--- src/rtl/hole_conflict_scanner.sv ---
// Checks one latched ball position against N_HOLES holes, one hole per clock, with a single shared distance comparator.
// Optional build macro EARLY_EXIT_EN: the scan stops on the first hit instead of visiting every hole.
module hole_conflict_scanner #(
    parameter int COORD_W = 10,
    parameter int N_HOLES = 8,
    parameter int RADIUS  = 16,
    parameter int IDX_W   = 3
) (
    input  logic                         i_clk,
    input  logic                         i_rst,
    input  logic                         i_start,
    input  logic [COORD_W-1:0]           i_bl_x,
    input  logic [COORD_W-1:0]           i_bl_y,
    input  logic [N_HOLES*COORD_W-1:0]   i_hole_x,
    input  logic [N_HOLES*COORD_W-1:0]   i_hole_y,
    input  logic [N_HOLES-1:0]           i_hole_valid,
    output logic                         o_busy,
    output logic                         o_done,
    output logic                         o_conflict,
    output logic [IDX_W-1:0]             o_hit_idx,
    output logic [N_HOLES-1:0]           o_hit_mask
);

    // state | meaning
    // IDLE  | waiting for i_start, results held
    // SCAN  | comparing hole idx_q against the latched ball
    // DONE  | o_done pulse cycle, i_start still ignored
    typedef enum logic [1:0] {IDLE, SCAN, DONE} state_t;

    localparam int SQ_W = 2 * COORD_W;
    localparam logic [SQ_W:0]      RAD_SQ = (SQ_W+1)'(RADIUS * RADIUS);
    localparam logic [IDX_W-1:0]   LAST   = IDX_W'(N_HOLES - 1);

    state_t             state;
    logic [COORD_W-1:0] bl_x_q;
    logic [COORD_W-1:0] bl_y_q;
    logic [IDX_W-1:0]   idx_q;

    logic [COORD_W-1:0] hole_x_arr [N_HOLES];
    logic [COORD_W-1:0] hole_y_arr [N_HOLES];

    for (genvar k = 0; k < N_HOLES; k++) begin : g_unpack
        assign hole_x_arr[k] = i_hole_x[k*COORD_W +: COORD_W];
        assign hole_y_arr[k] = i_hole_y[k*COORD_W +: COORD_W];
    end

    logic [COORD_W-1:0] hx;
    logic [COORD_W-1:0] hy;
    logic [COORD_W-1:0] dx;
    logic [COORD_W-1:0] dy;
    logic [SQ_W-1:0]    sq_x;
    logic [SQ_W-1:0]    sq_y;
    logic [SQ_W:0]      dist_sq;
    logic               hit_now;
    logic               finish;

    // Subtract the smaller from the larger so the edges of the field never wrap.
    always_comb begin
        hx      = hole_x_arr[idx_q];
        hy      = hole_y_arr[idx_q];
        dx      = (bl_x_q >= hx) ? (bl_x_q - hx) : (hx - bl_x_q);
        dy      = (bl_y_q >= hy) ? (bl_y_q - hy) : (hy - bl_y_q);
        sq_x    = SQ_W'(dx) * SQ_W'(dx);
        sq_y    = SQ_W'(dy) * SQ_W'(dy);
        dist_sq = (SQ_W+1)'(sq_x) + (SQ_W+1)'(sq_y);
        hit_now = i_hole_valid[idx_q] && (dist_sq <= RAD_SQ);
    end

`ifdef EARLY_EXIT_EN
    assign finish = (idx_q == LAST) || hit_now;
`else
    assign finish = (idx_q == LAST);
`endif

    always_ff @(posedge i_clk) begin
        if (i_rst) begin
            state      <= IDLE;
            bl_x_q     <= '0;
            bl_y_q     <= '0;
            idx_q      <= '0;
            o_busy     <= 1'b0;
            o_done     <= 1'b0;
            o_conflict <= 1'b0;
            o_hit_idx  <= '0;
            o_hit_mask <= '0;
        end else begin
            o_done <= 1'b0;
            case (state)
                IDLE: begin
                    if (i_start) begin
                        bl_x_q     <= i_bl_x;
                        bl_y_q     <= i_bl_y;
                        idx_q      <= '0;
                        o_conflict <= 1'b0;
                        o_hit_idx  <= '0;
                        o_hit_mask <= '0;
                        o_busy     <= 1'b1;
                        state      <= SCAN;
                    end
                end
                SCAN: begin
                    if (hit_now) begin
                        o_hit_mask[idx_q] <= 1'b1;
                        o_conflict        <= 1'b1;
                        if (!o_conflict) begin
                            o_hit_idx <= idx_q;
                        end
                    end
                    if (finish) begin
                        o_busy <= 1'b0;
                        o_done <= 1'b1;
                        state  <= DONE;
                    end else begin
                        idx_q <= idx_q + IDX_W'(1);
                    end
                end
                DONE: begin
                    state <= IDLE;
                end
                default: begin
                    state  <= IDLE;
                    o_busy <= 1'b0;
                end
            endcase
        end
    end

endmodule

--- config.mk ---
export PLATFORM = sky130hd
export DESIGN_NAME = hole_conflict_scanner
export DESIGN_NICKNAME = d
export VERILOG_FILES = /design/src/rtl/hole_conflict_scanner.sv
export SDC_FILE = /design/constraint.sdc
export NUM_CORES = 1
export LEC_CHECK = 0
export ABC_CLOCK_PERIOD_IN_PS = 9500
export CAP_MARGIN = 20
export CORE_ASPECT_RATIO = 1.25
export CORE_MARGIN = 2
export CORE_UTILIZATION = 43
export DETAILED_ROUTE_END_ITERATION = 8
export DONT_BUFFER_PORTS = 1
export HOLD_SLACK_MARGIN = 0.06
export PLACE_DENSITY_LB_ADDON = 0.08
export SYNTH_ARGS = -nofsm -noshare
export SYNTH_HDL_FRONTEND = slang
export SYNTH_SLANG_ARGS = --single-unit
--- constraint.sdc ---
create_clock -name i_clk -period 9.5 [get_ports i_clk]
set_input_delay 1.425 -clock i_clk [delete_from_list [all_inputs] [get_ports i_clk]]
set_output_delay 1.425 -clock i_clk [all_outputs]
set_load 0.01 [all_outputs]
==> run summary <==
Crit Path Category: input port to flop
Worst Hold Class: flop to flop
Critical path data arrival time: 10.11 ns
CP max stage delay: 0.56 ns
Die Y: 176 um
Cts bufs inserted: 5
WP data required: 9.74 ns
Global route total overflow: 0
Sequential share of the synthesized area: 7.63%
Final Wtd Congestion: 0.945
Synthesized flop and latch total: 39
Slew margin rel.: 35.6%
Skew-Pair Late Insertion Delay: 0.31 ns
Clock transition at path regs: 0.07 ns
Crit. End Element: flop
CTS Sinks: 39
Number of synthesized flops with an enable pin: 0
Remaining DRCs: 0
Vias in the first global route: 9856
Failing checks: setup timing
Largest net degree at the start of global routing: 35
Total Wirelength: 33300 um
Detailed placer's ending HPWL: 29100 um
Netlist cell types: 85
PortBufs: 0
Row cnt: 63
Fmax: 101 MHz
Global Route Usage Sum: 26.8%
Final setup vio count: 12
CTS tree: yes
FF-to-FF setup slack: -0.21 ns
Max-slew violations: 0
Hold_buf cts: 0
Crit start category: input port
Worst setup margin: -0.368 ns
Period minus WS final: 9.87 ns
Htree depth: 2
RSZ-0062 raised after global routing: true
Worst slew pin tran: 0.966 ns
CTS max path bufs: 2
Die width: 142 um
IO Pins: 205
Starting Density: 43.4%
Root buffer cell: clkbuf_16
Worst path slowest cell: fa_2
Post-synth ARST share: 0%
Max-cap violation count: 0
Synth warn: 0
Routed Antenna Nets: 0
Core box area: 23600 um^2
Starting DRT DRC Count: 363
Worst path most repeated cell: fa_1
Area Growth Syn to Fin: 32.2%
NumNets Final: 1895
Pre-Repair DR Iteration Count: 5
Ys flop type: dfxtp_1
CP Max Fanout: 5
Vias per inst: 5.40
Largest delay contributor family on the critical path: adder cells
Fin Hold WS: 0.467 ns
CP Buf/Inv Count: 9
Clk_skew: 0.00914 ns
Syn Area/Cell: 8.45 um^2
Global-route wire length before repair: 51200 um
Syn_nets: 1660
Initial antenna violation count: 5
Mapped Area: 10200 um^2
Mapped Cells: 1211
Status: complete, but fails checks
Full die area: 25000 um^2
Fraction of final layout cells sized beyond drive strength 1: 32.3%
Routed via count: 9412
Final worst path period share: 104%
Pre-CTS setup slack: -0.933 ns
Final hold viol count: 0
Routed WL per cell: 19.1 um
[routing by layer]
| metal | vias up | global-route usage, % | routed length (um) |
|---|---|---|---|
| met1 | 4585 | 29.6 | 12600 |
| met2 | 267 | 51.4 | 17900 |
| li1 | 4491 | - | - |
| met4 | 0 | 11.2 | 1400 |
| met3 | 69 | 3.17 | 1440 |
| met5 | - | 0 | 0 |
[synth_stat cells, types with 4 or more instances]
| cell type | count | area share, % |
|---|---|---|
| inv_1 | 239 | 8.8 |
| fa_1 | 135 | 26 |
| ha_1 | 123 | 15 |
| nor2_1 | 86 | 3.2 |
| a22oi_1 | 79 | 5.8 |
| nand2_1 | 78 | 2.9 |
| a21oi_1 | 56 | 2.7 |
| dfxtp_1 | 39 | 7.6 |
| clkbuf_1 | 35 | 1.3 |
| o21ai_0 | 29 | 1.4 |
| xnor2_1 | 24 | 2.1 |
| and4_1 | 19 | 1.6 |
| nand2b_1 | 19 | 1.2 |
| mux2i_1 | 18 | 1.8 |
| or2_2 | 17 | 1.0 |
| a21o_1 | 14 | 1.0 |
| xor2_1 | 11 | 0.94 |
| a22o_1 | 10 | 0.86 |
| nor3_1 | 10 | 0.49 |
| buf_2 | 9 | 0.44 |
| nand3_1 | 9 | 0.44 |
| nor2b_1 | 9 | 0.55 |
| nand4_1 | 8 | 0.49 |
| o21bai_1 | 8 | 0.59 |
| and3_1 | 7 | 0.43 |
| a31oi_1 | 6 | 0.37 |
| nor3b_1 | 6 | 0.44 |
| a21oi_2 | 5 | 0.43 |
| buf_4 | 5 | 0.37 |
| o211ai_1 | 5 | 0.37 |
| and2_1 | 4 | 0.24 |
| inv_2 | 4 | 0.15 |
| nand4b_1 | 4 | 0.34 |
| o21a_1 | 4 | 0.29 |
| o32ai_1 | 4 | 0.34 |
| or2_1 | 4 | 0.24 |
[metrics by stage]
stage / TNS [ns] / util [%] / instance area, um^2 / cells
after detailed placement: -10.77 / 52.8 / 12400 / 1707
after global routing: -7.36 / 57.3 / 13500 / 1740
after global placement: -10.48 / 52.8 / 12400 / 1707
final: -3.67 / 57.4 / 13500 / 1743
after CTS: -3.87 / 54.4 / 12800 / 1722
after floorplan: -4.02 / - / 10400 / 1211
[worst paths after layout]
kind | start | endpoint | depth (start not counted)
max | i_hole_x[21] | o_conflict | 36
min | bl_x_q[3] | bl_x_q[3] | 2
max reg2reg | idx_q[0] | o_conflict | 40
min reg2reg | bl_x_q[3] | bl_x_q[3] | 2
[registers in the layout, indices dropped and copies added (netlist names)]
name / cells
bl_x_q: 10
bl_y_q: 10
idx_q: 3
o_busy: 1
o_conflict: 1
o_done: 1
o_hit_idx: 3
o_hit_mask: 8
state: 2
[cell families after synthesis]
kind of cell | after synthesis | synth area share [%]
flip-flops | 39 | 7.63
adder cells (fa/ha/maj) | 258 | 41.5
AO/OA/AOI/OAI | 255 | 17.8
AND/OR/NAND/NOR | 300 | 15.4
XOR/XNOR | 38 | 3.47
multiplexers | 24 | 2.64
buffers and inverters | 297 | 11.5
[layout make-up]
cell class,count,area [um^2]
Antenna cell,4,10.0
Clock buffer,5,125
Clock inverter,3,47.5
Fill cell,2255,10000
Inverter,243,918
Multi-Input combinational cell,875,9060
Sequential cell,39,783
Tap cell,292,365
Timing Repair Buffer,282,2210
[worst min-delay path, stage by stage (launching register included)]
cell and delay, ns:
dfxtp_1 0.32, nand2_1 0.06, a21oi_1 0.05
[placed cells by master (no fill, tap or decap), types with 18 or more instances in the layout]
cell	count
buf_4	262
dfxtp_1	37
a21oi_1	47
nand2_1	71
buf_6	18
inv_1	229
fa_1	122
ha_1	105
o21ai_0	21
a22oi_1	73
nor2_1	77
[repair_timing]
action                     CTS  global route
setup buffers                7            17
pin swaps                   33            75
setup endpoints to repair   12            12
resized for setup           34           111
Power is left out: the tool's default activity adds up to more than one toggle a clock period on the data nets, which glitch-free logic cannot reach.
